### src/rtl/fiao_pkg.sv
// fiao_pkg: shared definitions for the FIAO payload buffer.
//   ptr_width()     - index width for a given entry count (minimum 1 bit)
//   onehot_to_idx() - OR-reduction encoder from a one-hot mask to its index
//   payload_t       - payload word at the default payload width
package fiao_pkg;

  localparam int unsigned MaxDepth         = 64;
  localparam int unsigned DefaultDataWidth = 32;

  typedef logic [DefaultDataWidth-1:0] payload_t;

  function automatic int unsigned ptr_width(input int unsigned depth);
    return (depth > 1) ? $clog2(depth) : 1;
  endfunction

  // OR of the set positions' indices: exact for one-hot input, 0 for zero
  // input, and cheap in gates (no priority chain).
  function automatic int unsigned onehot_to_idx(input logic [MaxDepth-1:0] oh);
    int unsigned r;
    r = 0;
    for (int unsigned k = 0; k < MaxDepth; k++) begin
      if (oh[k]) r = r | k;
    end
    return r;
  endfunction

endpackage

### src/rtl/fiao_issue_lane.sv
// fiao_issue_lane: one registered ready/valid issue output.
//   clk, rstn  - clock, asynchronous active-low reset
//   load_i     - lane may take a new value this cycle (empty or draining)
//   gnt_vld_i  - a grant is present for this lane
//   data_i     - payload of the granted entry
//   idx_i      - index of the granted entry
//   vld_o      - lane holds a payload
//   data_o     - held payload
//   idx_o      - held entry index
//
// Handshake: a transfer happens on a cycle where vld_o and the consumer's
// ready are both high. While vld_o is high and ready is low, load_i is low and
// data_o/idx_o are held stable.
module fiao_issue_lane #(
  parameter int DataWidth = 32,
  parameter int PtrWidth  = 3
) (
  input  logic                 clk,
  input  logic                 rstn,
  input  logic                 load_i,
  input  logic                 gnt_vld_i,
  input  logic [DataWidth-1:0] data_i,
  input  logic [PtrWidth-1:0]  idx_i,
  output logic                 vld_o,
  output logic [DataWidth-1:0] data_o,
  output logic [PtrWidth-1:0]  idx_o
);

  always_ff @(posedge clk or negedge rstn) begin
    if (!rstn) begin
      vld_o  <= 1'b0;
      data_o <= '0;
      idx_o  <= '0;
    end else if (load_i) begin
      vld_o <= gnt_vld_i;
      if (gnt_vld_i) begin
        data_o <= data_i;
        idx_o  <= idx_i;
      end
    end
  end

endmodule

### src/rtl/fiao_payload_buffer.sv
// fiao_payload_buffer: payload storage and issue stage of the FIAO queue.
//   clk, rstn     - clock, asynchronous active-low reset
//   enq_vld_i     - per-lane enqueue request (contiguous from lane 0)
//   enq_rdy_o     - per-lane enqueue accept
//   enq_data_i    - per-lane payload, lane i at [i*DataWidth +: DataWidth]
//   alloc_mask_i  - per-lane one-hot target entry from the manager
//   alloc_fire_o  - per-lane enqueue fire back to the manager
//   ready_mask_i  - per-entry operands-ready
//   sel_mask_o    - eligible entries (valid and ready)
//   grant_mask_i  - per-issue-lane one-hot-or-zero grant from the manager
//   iss_vld_o     - issue lane valid
//   iss_rdy_i     - issue lane ready
//   iss_data_o    - issue payload per lane
//   iss_idx_o     - entry index per lane
//   entry_vld_o   - occupied entries
//
// Handshake: enqueue lane i transfers when enq_vld_i[i] & enq_rdy_o[i]; issue
// lane s transfers when iss_vld_o[s] & iss_rdy_i[s], and holds its payload
// and index while valid and not ready.
module fiao_payload_buffer
  import fiao_pkg::*;
#(
  parameter int Depth     = 8,
  parameter int EnqWidth  = 2,
  parameter int SelWidth  = 2,
  parameter int DataWidth = 32
) (
  input  logic                                   clk,
  input  logic                                   rstn,
  input  logic [EnqWidth-1:0]                    enq_vld_i,
  output logic [EnqWidth-1:0]                    enq_rdy_o,
  input  logic [EnqWidth*DataWidth-1:0]          enq_data_i,
  input  logic [EnqWidth*Depth-1:0]              alloc_mask_i,
  output logic [EnqWidth-1:0]                    alloc_fire_o,
  input  logic [Depth-1:0]                       ready_mask_i,
  output logic [Depth-1:0]                       sel_mask_o,
  input  logic [SelWidth*Depth-1:0]              grant_mask_i,
  output logic [SelWidth-1:0]                    iss_vld_o,
  input  logic [SelWidth-1:0]                    iss_rdy_i,
  output logic [SelWidth*DataWidth-1:0]          iss_data_o,
  output logic [SelWidth*ptr_width(Depth)-1:0]   iss_idx_o,
  output logic [Depth-1:0]                       entry_vld_o
);

  localparam int PtrW = ptr_width(Depth);

  logic [Depth-1:0]     vld_q;
  logic [Depth-1:0]     vld_d;
  logic [DataWidth-1:0] data_q [Depth];

  logic [EnqWidth-1:0]  enq_rdy;
  logic [EnqWidth-1:0]  alloc_fire;
  logic [Depth-1:0]     alloc_oh  [EnqWidth];
  logic [PtrW-1:0]      alloc_idx [EnqWidth];

  logic [SelWidth-1:0]  lane_vld;
  logic [SelWidth-1:0]  lane_load;
  logic [SelWidth-1:0]  gnt_vld;
  logic [Depth-1:0]     gnt      [SelWidth];
  logic [PtrW-1:0]      gnt_idx  [SelWidth];
  logic [DataWidth-1:0] gnt_data [SelWidth];

  function automatic logic [PtrW-1:0] enc(input logic [Depth-1:0] oh);
    logic [MaxDepth-1:0] ext;
    ext            = '0;
    ext[Depth-1:0] = oh;
    return PtrW'(onehot_to_idx(ext));
  endfunction

  // Enqueue accept. Uses pre-update vld_q, so a slot freed by issue this
  // cycle only becomes allocatable next cycle. The chain makes acceptance
  // collapse-ordered: lane i needs lane i-1 accepted.
  always_comb begin
    logic chain;
    chain      = 1'b1;
    enq_rdy    = '0;
    alloc_fire = '0;
    for (int i = 0; i < EnqWidth; i++) begin
      alloc_oh[i]   = alloc_mask_i[i*Depth +: Depth];
      alloc_idx[i]  = enc(alloc_oh[i]);
      enq_rdy[i]    = chain & ~|(alloc_oh[i] & vld_q);
      chain         = enq_rdy[i];
      alloc_fire[i] = enq_vld_i[i] & enq_rdy[i];
    end
  end

  // Grant decode. A stalled lane (valid, not ready) does not load, so its
  // grant is ignored and the entry stays valid to be re-offered.
  always_comb begin
    for (int s = 0; s < SelWidth; s++) begin
      gnt[s]       = grant_mask_i[s*Depth +: Depth];
      gnt_vld[s]   = |gnt[s];
      gnt_idx[s]   = enc(gnt[s]);
      gnt_data[s]  = data_q[gnt_idx[s]];
      lane_load[s] = ~lane_vld[s] | iss_rdy_i[s];
    end
  end

  always_comb begin
    vld_d = vld_q;
    for (int s = 0; s < SelWidth; s++) begin
      if (lane_load[s]) vld_d = vld_d & ~gnt[s];
    end
    for (int i = 0; i < EnqWidth; i++) begin
      if (alloc_fire[i]) vld_d = vld_d | alloc_oh[i];
    end
  end

  always_ff @(posedge clk or negedge rstn) begin
    if (!rstn) vld_q <= '0;
    else       vld_q <= vld_d;
  end

  // Payload array is not reset; vld_q guards every read that matters.
  always_ff @(posedge clk) begin
    for (int i = 0; i < EnqWidth; i++) begin
      if (alloc_fire[i]) data_q[alloc_idx[i]] <= enq_data_i[i*DataWidth +: DataWidth];
    end
  end

  for (genvar s = 0; s < SelWidth; s++) begin : g_lane
    fiao_issue_lane #(
      .DataWidth (DataWidth),
      .PtrWidth  (PtrW)
    ) u_lane (
      .clk       (clk),
      .rstn      (rstn),
      .load_i    (lane_load[s]),
      .gnt_vld_i (gnt_vld[s]),
      .data_i    (gnt_data[s]),
      .idx_i     (gnt_idx[s]),
      .vld_o     (lane_vld[s]),
      .data_o    (iss_data_o[s*DataWidth +: DataWidth]),
      .idx_o     (iss_idx_o[s*PtrW +: PtrW])
    );
  end

  assign enq_rdy_o    = enq_rdy;
  assign alloc_fire_o = alloc_fire;
  assign iss_vld_o    = lane_vld;
  assign sel_mask_o   = vld_q & ready_mask_i;
  assign entry_vld_o  = vld_q;

`ifndef SYNTHESIS
  // Illegal manager/producer behaviour; no recovery is attempted.
  always @(posedge clk) begin
    if (rstn) begin
      for (int s = 0; s < SelWidth; s++) begin
        assert ((gnt[s] & ~(vld_q & ready_mask_i)) == '0);
        for (int t = s + 1; t < SelWidth; t++) begin
          assert ((gnt[s] & gnt[t]) == '0);
        end
      end
      for (int i = 0; i < EnqWidth; i++) begin
        if (alloc_fire[i]) begin
          assert ($onehot(alloc_oh[i]));
          assert ((alloc_oh[i] & vld_q) == '0);
        end
        if (i > 0 && enq_vld_i[i]) assert (enq_vld_i[i-1]);
      end
    end
  end
`endif

endmodule

### config.mk
export PLATFORM = sky130hd
export DESIGN_NAME = fiao_payload_buffer
export DESIGN_NICKNAME = d
export VERILOG_FILES = /design/src/rtl/fiao_pkg.sv /design/src/rtl/fiao_issue_lane.sv /design/src/rtl/fiao_payload_buffer.sv
export SDC_FILE = /design/constraint.sdc
export NUM_CORES = 1
export LEC_CHECK = 0
export ABC_CLOCK_PERIOD_IN_PS = 8200
export CORE_ASPECT_RATIO = 1.5
export CORE_MARGIN = 5
export CORE_UTILIZATION = 39
export CTS_CLUSTER_DIAMETER = 50
export DETAILED_ROUTE_END_ITERATION = 12
export DONT_BUFFER_PORTS = 1
export HOLD_SLACK_MARGIN = 0.12
export PLACE_DENSITY = 0.6
export SYNTH_ARGS = -nofsm -noshare
export SYNTH_HDL_FRONTEND = slang
export SYNTH_SLANG_ARGS = --single-unit
export TNS_END_PERCENT = 20
### constraint.sdc
create_clock -name clk -period 8.2 [get_ports clk]
set_input_delay 0.82 -clock clk [delete_from_list [all_inputs] [get_ports clk]]
set_output_delay 0.82 -clock clk [all_outputs]
set_load 0.02 [all_outputs]
==> Word level (Yosys, flattened, before mapping) <==
Memories as Yosys holds them, arrays and structs flattened. A register that Yosys moved wholly into a read port is not among the register bits.
Index checks and enable logic that the tools add are counted.
{ "totals": {"input_bits": 110, "output_inout_bits": 92, "ramBits": 256, "mem_count": 1, "register_bits": 16} }
{ "classes": {"bitwise_logic": 16, "muxes": 36, "reduce_logical": 10} }
{ "mem_list": {"columns": ["name", "words", "width", "rd", "rd_ports_with_merged_regs", "write_ports", "line_no", "source"], "rows": [
  ["data_q", 8, 32, 2, 2, 2, "fiao_payload_buffer.sv:49", "logic [DataWidth-1:0] data_q [Depth];"]
]} }
{ "op_table": {"columns": ["op", "count"], "rows": [
  ["$mux 3", 16],
  ["$and 8x8->8", 5],
  ["$mux 8", 4],
  ["$reduce_or 8->1", 4],
  ["$mux 2", 8],
  ["$not 8->8", 2],
  ["$or 8x8->8", 2],
  ["$mux 1", 8],
  ["$logic_not 1->1", 4],
  ["$reduce_and 2->1", 2],
  ["$and 1x1->1", 3],
  ["$not 1->1", 2],
  ["$or 1x1->1", 2]
]} }

==> Longest topological paths before layout <==
Gate-level depths: netlist (run 1).
{ "logic_depth": {"word_depth": 9, "depth_mapped": 7, "depth_no_buf": 5} }

==> Hierarchy <==
A second synthesis (run 1) with hierarchy kept.
{ "unflattened": {"cells_unflattened": 1523, "area_unflattened_um2": 19143.4} }
{ "by_module_without_submodules": {"columns": ["mod", "area_per_inst_um2", "cells_per_inst", "seq_area_each_um2", "instances"], "rows": [
  ["fiao_payload_buffer", 16228.1, 1369, 7887.6, 1],
  ["fiao_issue_lane", 1457.6, 77, 900.9, 2]
]} }

==> Worst setup path before layout (run 1) <==
OpenSTA, ideal clock, no wires.
{ "synth_timing": {"path_kind": "input to register", "startpoint": "in alloc_mask_i[4]", "endpoint": "mem data_q[1][0], enable pin", "arrival_ns": 4.188, "slack_ns": 3.546, "required_ns": 7.734, "cell_stages": 5, "cell_sequence": "a22oi_1 nand4_4 buf_6 or3_1 o21ai_0"} }
{ "synth_rtl": {"columns": ["item", "line_no", "source"], "rows": [
  ["from (decl)", "fiao_payload_buffer.sv:33", "input logic [EnqWidth*Depth-1:0] alloc_mask_i,"],
  ["to (decl)", "fiao_payload_buffer.sv:49", null]
]} }

==> out/qor.yml, run 1 <==
outcome:
  status: "finished, final reports clean"
power_and_ir_drop:
  internal_power_mw: 3.20
  p_total_mw: 4.55
  clockPowerShare_pct: 34.4
  p_leak_nw: 6.32
  combPwrFrac_pct: 15.2
  netSwitchingPower_mw: 1.34
  power.density_mw_per_mm2: 230
  ir_drop_uv: 119
  seq_power_share_pct: 50.4
  switching_share_pct: 29.5
sta:
  fin_skew_ns: 0.0179
  period_share_pct: 44.3
  fin_tns_setup_ns: 0
  setup_viol: 0
  fin_crit_ns: 3.63
  relSlewSlack_pct: 23.7
  slew_violations: 0
  grt_setup_unrepaired: "false"
  tightest_slew_ns: 1.14
  finalHoldViolations: 0
  max_freq_ghz: 0.275
grt:
  grt-ovfl-total: 0
  gr-usage-met2_pct: 38.1
  grt_util_met3_pct: 5.62
  grtUsageMet1_pct: 24.7
  grt_max_degree: 98
  grt_pass1_vias: 12100
  grt_pass1_wl_mm: 80.8
  grt_antenna_before_repair: 0
  top_usage_layer: "met2"
  gr-usage-all-layers_pct: 21.5
cts:
  cts_resized: 0
  clk_pin_slew_ns: 0.06
  cts_buffers: 35
  cts_tree: "built"
  ctsRootBufferMaster: "clkbuf_16"
  cts_max_level: 2
  clkLatencyLatePin_ns: 0.54
  clock_sinks: 336
  ctsLongestPathBuffers: 3
  hold_buffers: 1
  post_cts.repair.setup_buffers: 0
final_layout:
  layout-drive-gt1-share_pct: 30.0
  mostFrequentLayoutCell: "edfxtp_1"
  stdcell_area_mm2: 0.0197
  layout_common_cells: "edfxtp_1, mux2_2, mux2i_1"
  diodes: 0
  final_util_pct: 43.2
  layoutNonFillerInstCount: 1751
  finish.net_count: 1246
  area_growth_pct: 9.74
synthesis:
  netlist_area_mm2: 0.0180
  synthSimpleGateAreaFrac_pct: 3.57
  synth_warnings: 0
  synth_fa_ha_area_share_pct: 0
  syn_inst: 1161
  synth_xor_area_share_pct: 0
  synth.avg_cell_area_um2: 15.5
  ys_types: 48
  synth_async_sr_flop_share_pct: 23.8
  synth_mux_area_share_pct: 30.1
  ys.flop_type: "edfxtp_1"
  ys_ff_latch: 336
  synth_compound_area_share_pct: 9.42
  syn-num-nets: 1271
  synth-edff-count: 256
  synth-seq-area-share_pct: 53.9
  synth_top_family_by_area: "multiplexers"
critical_path:
  crit_type: "reg2reg"
  crit_top_cell: "buf_4"
  rr_endpoint: "data_q[6][25]"
  path_max_fanout: 33
  critPathLaunchType: "flip-flop"
  slowest_delay_ns: 0.64
  critical_path.cell_chain: "a22oi_1 > nand4_2 > a2111oi_4 > buf_4 > o21bai_4 > buf_4"
  crit_family: "buffers and inverters"
  crit_path_top_delay_cell: "buf_4"
  crit_arrival_ns: 3.79
  cp.required_ns: 8.36
  rr_worst_depth: 6
  cp_num_buf_inv: 2
  end_kind: "flip-flop"
  r2r_start: "entry_vld_o[4]"
  r2r_slack_ns: 4.57
routing:
  dr.pass1.iters: 5
  drc: 0
  drt_wl_total_mm: 54.7
  wire_per_inst_um: 31.3
  drtIter0Drc: 899
  vias: 11200
  vias_per_cell: 6.38
  ant_nets: 0
floorplan:
  fp-row-count: 96
  dieArea_mm2: 0.0506
  ios: 202
  core_area_mm2: 0.0456
  initial_core_util_pct: 39.4
  die_h_um: 273
  die_w_um: 185
flow_run:
  maxCapViolCount: 0
placement:
  portBuffers: 0
  detailed_place_hpwl_mm: 32.0
  routabilityCongestion: 0.841
  dpl_cell_area_mm2: 0.0186
  dpl.cell_count: 1686
hold_path:
  hold_class: "in2async"
[per-stage QoR]
step | setup WS, ns | hold WS (ns)
after floorplan | 3.55 | 0.524
after global placement | 4.35 | 0.530
after detailed placement | 4.32 | 0.530
after CTS | 4.56 | 0.213
after global routing | 4.45 | 0.220
final | 4.57 | 0.210
[power groups by stage]
| stage | logic (mW) | clock network (mW) | registers [mW] |
|---|---|---|---|
| floorplan | 0.529 | 0 | 2.26 |
| global placement | 0.671 | 0 | 2.33 |
| detailed placement | 0.684 | 0 | 2.33 |
| CTS | 0.696 | 1.60 | 2.30 |
| global route | 0.738 | 1.68 | 2.31 |
| finish | 0.691 | 1.56 | 2.29 |
[sequential cells by signal, indices dropped and copies added (netlist names)]
| signal | cells |
|---|---|
| g_lane.u_lane.vld_o | 2 |
| g_lane.u_lane.idx_o | 6 |
| data_q | 256 |
| g_lane.u_lane.data_o | 64 |
| entry_vld_o | 8 |
[worst max path at each step]
stage	startpoint	end	slack [ns]	cells past startpoint
2_1_floorplan	alloc_mask_i[4]	data_q[1][0]	3.55	5
3_3_place_gp	alloc_mask_i[8]	data_q[6][15]	4.35	6
3_5_place_dp	alloc_mask_i[8]	data_q[6][15]	4.32	6
4_1_cts	entry_vld_o[4]	data_q[6][24]	4.56	6
5_1_grt	entry_vld_o[1]	data_q[6][25]	4.45	6
6_report	entry_vld_o[4]	data_q[6][25]	4.57	6
[per-layer routing]
metal / vias to the layer above / wire length [um]
met2: 441 / 28700
met4: 0 / 1950
li1: 4764 / -
met5: - / 0
met1: 5853 / 19700
met3: 118 / 4430
[synth_stat cells, types with 2 or more instances]
master	count	area (um^2)
a21oi_1	36	180
a221o_1	71	711
a221oi_1	40	350
a22oi_1	7	52.6
and2_1	8	50.1
buf_1	2	7.51
buf_2	29	145
buf_4	12	90.1
buf_6	11	124
clkbuf_1	37	139
dfrtp_1	80	2000
edfxtp_1	256	7690
inv_1	11	41.3
mux2_1	88	991
mux2_2	140	1580
mux2_4	29	435
mux2i_1	96	961
mux4_2	64	1440
nand2_1	35	131
nand2b_1	2	12.5
nand3_1	6	30.0
nand3b_1	4	30.0
nor2_1	12	45.0
nor2b_1	2	12.5
nor4_1	6	37.5
nor4_2	2	25.0
nor4_4	6	128
o21ai_0	7	35.0
o21bai_1	4	30.0
o22ai_1	33	206
or3_1	3	18.8
or4_1	5	37.5
or4_2	2	17.5
[cells by family after synthesis]
family / Yosys count
buf+inv: 102
compound gates: 206
mux: 417
simple gates: 100
flops: 336
[cell type report]
type                            instances  area (um^2)
Fill cell                            4068        25900
Sequential cell                       336         9690
Multi-Input combinational cell        723         7900
Clock buffer                           49          960
Tap cell                              588          736
Timing Repair Buffer                   29          250
Clock inverter                         15          154
Inverter                               11         41.3
No activity file was read; power rests on OpenSTA's default activity.
==> run 2, diff against run 1 <==
- ABC_CLOCK_PERIOD_IN_PS: 8200 -> 3700
- clock period: 8.2 -> 3.7 ns (I/O delays scaled with it)
==> run 2 against run 1 <==
Net effect:
- combinational power grew to 2.7 times the previous value
- sequential power grew 120%
- sequential share of layout area shrank 3.5 points
- core utilization grew 3.3 points
- critical path depth grew 1
- setup slack lost 4.3 ns
- power grew 130%
- sequential cell count is the same
- count of clock-buffer cells in the layout is the same
- maximum frequency grew 6.4%
- global-route usage grew 1.9 points
- final cell count grew 8.6%
- critical path type unchanged
- critical endpoint is now data_q[5][14]
==> out/qor.yml, run 2 (synthesized netlist as in run 1, its figures left out) <==
critical_path:
  end_kind: "flip-flop"
  critPathLaunchType: "flip-flop"
  cp_num_buf_inv: 3  # +1
  cp.required_ns: 3.98  # -4.38 ns
  crit_family: "buffers and inverters"
  crit_arrival_ns: 3.69  # -0.10 ns
  crit_type: "reg2reg"
  path_max_fanout: 14  # -58%
  crit_top_cell: "buf_4"
  critical_path.cell_chain: "a22oi_1 > nand4_2 > buf_4 > nor4_4 > buf_4 > mux2_1 > dlygate4sd3_1"
  crit_path_top_delay_cell: "dlygate4sd3_1"
  slowest_delay_ns: 0.57  # -0.07 ns
final_layout:
  layout-drive-gt1-share_pct: 28.8  # -1.2 points
  finish.net_count: 1393  # +12%
  area_growth_pct: 18.2
  largest_register_ffs: 256  # unchanged
  multi_input_area_mm2: 0.00790  # about the same
  layoutNonFillerInstCount: 1901  # +8.6%
  final_util_pct: 46.6  # +3.3 points
  layout_common_cells: "edfxtp_1, mux2_2, dlygate4sd3_1"
  stdcell_area_mm2: 0.0213  # +7.7%
  seq_area_mm2: 0.00969  # unchanged
  num-fill-cells: 3993  # -1.8%
  mostFrequentLayoutCell: "edfxtp_1"
floorplan:
  ios: 202  # unchanged
  initial_core_util_pct: 39.4  # unchanged
  die_h_um: 273  # unchanged
  die_w_um: 185  # unchanged
  core_area_mm2: 0.0456  # unchanged
  fp-row-count: 96  # unchanged
  dieArea_mm2: 0.0506  # unchanged
sta:
  period_share_pct: 92.2  # +48 points
  max_freq_ghz: 0.293  # +6.4%
  fin_ws_ns: 0.289  # -4.28 ns
  setup_viol: 0  # unchanged
  relSlewSlack_pct: 26.5  # +2.8 points
  fin_skew_ns: 0.0294  # +0.0115 ns
  slew_violations: 0  # unchanged
  fin_tns_setup_ns: 0  # unchanged
  tightest_slew_ns: 1.10  # -0.0451 ns
  holdWs_ns: 0.135  # -0.0750 ns
  finalHoldViolations: 0  # unchanged
  fin_crit_ns: 3.41  # -0.220 ns
  grt_setup_unrepaired: "false"
routing:
  drc: 0  # unchanged
  drtIter0Drc: 953  # +6.0%
  ant_nets: 0  # unchanged
  wire_per_inst_um: 31.4  # +0.41%
  vias: 12100  # +7.9%
  drt_wl_total_mm: 59.7  # +9.0%
  vias_per_cell: 6.35  # -0.58%
  dr.pass1.iters: 5  # unchanged
cts:
  ctsRootBufferMaster: "clkbuf_16"
  cts_buffers: 36  # +2.9%
  clock_sinks: 336  # unchanged
  cts_max_level: 2  # unchanged
  cts_tree: "built"
  clkLatencyLatePin_ns: 0.55  # about the same
  post_cts.repair.setup_buffers: 0  # unchanged
  ctsLongestPathBuffers: 3  # unchanged
  clk_pin_slew_ns: 0.06  # about the same
power_and_ir_drop:
  internal_power_mw: 7.33  # +130%
  seq_power_share_pct: 48.5  # -1.9 points
  netSwitchingPower_mw: 3.13  # +130%
  clockPowerShare_pct: 33.9  # -0.5 points
  switching_share_pct: 30.0  # +0.43 points
  p_leak_nw: 7.02  # +11%
  ir_drop_uv: 265  # +120%
  power.density_mw_per_mm2: 492  # +110%
  combPwrFrac_pct: 17.6  # +2.4 points
  p_total_mw: 10.5  # +130%
grt:
  gr-usage-all-layers_pct: 23.4  # +1.9 points
  grt_max_degree: 81  # -17%
  grt_pass1_wl_mm: 88.1  # +9.0%
  grt-ovfl-total: 0  # unchanged
  grt_antenna_before_repair: 2  # +2
  grt_pass1_vias: 13100  # +8.1%
flow_run:
  maxCapViolCount: 0  # unchanged
hold_path:
  hold_class: "in2reg"
placement:
  portBuffers: 0  # unchanged
  dpl.cell_count: 1715  # +1.7%
  dpl_cell_area_mm2: 0.0189  # +1.8%
  routabilityCongestion: 0.865  # +2.9%
  detailed_place_hpwl_mm: 37.0  # +16%
  dp_slack_ns: 0.623  # -3.70 ns
outcome:
  status: "finished, final reports clean"
[run 2: worst paths after layout]
| path | startpoint | end | slack [ns] | cells past startpoint |
|---|---|---|---|---|
| min reg2reg | g_lane[1].u_lane.idx_o[0] | g_lane[1].u_lane.idx_o[0] | 0.63 | 2 |
| max reg2reg | entry_vld_o[0] | data_q[5][14] | 0.29 | 7 |
| min | iss_rdy_i[0] | g_lane[0].u_lane.idx_o[2] | 0.13 | 2 |
| max | entry_vld_o[0] | data_q[5][14] | 0.29 | 7 |
| min in group asynchronous | rstn | g_lane[0].u_lane.data_o[7] | 0.43 | 2 |
| max in group asynchronous | rstn | g_lane[0].u_lane.data_o[18] | 2.85 | 2 |
[run 2: power by group through the flow]
stage / Sequential, mW / Clock (mW) / Combinational, mW
2_1_floorplan: 5.00 / 0 / 1.17
3_3_place_gp: 5.15 / 0 / 1.56
3_5_place_dp: 5.16 / 0 / 1.59
4_1_cts: 5.08 / 3.60 / 1.84
5_1_grt: 5.12 / 3.76 / 1.96
6_report: 5.08 / 3.54 / 1.84
[run 2: routing by layer]
metal,up-vias,wire length [um],track usage [%]
met3,148,4350,5.14
li1,5068,-,-
met1,6302,21200,26.6
met5,-,0,0
met2,545,31500,42.0
met4,0,2550,9.45
[run 2: final cells by class]
| class | count | area share (%) |
|---|---|---|
| Inverter | 11 | 0.194 |
| Antenna cell | 3 | 0.0353 |
| Timing Repair Buffer | 175 | 8.24 |
| Sequential cell | 336 | 45.6 |
| Tap cell | 588 | 3.46 |
| Clock buffer | 49 | 4.61 |
| Clock inverter | 16 | 0.701 |
| Multi-Input combinational cell | 723 | 37.2 |
[run 2: repair_timing]
item | in CTS | in global routing
hold buffers | 118 | 0
hold endpoints to repair | 346 | 0
resized for setup | 0 | 0
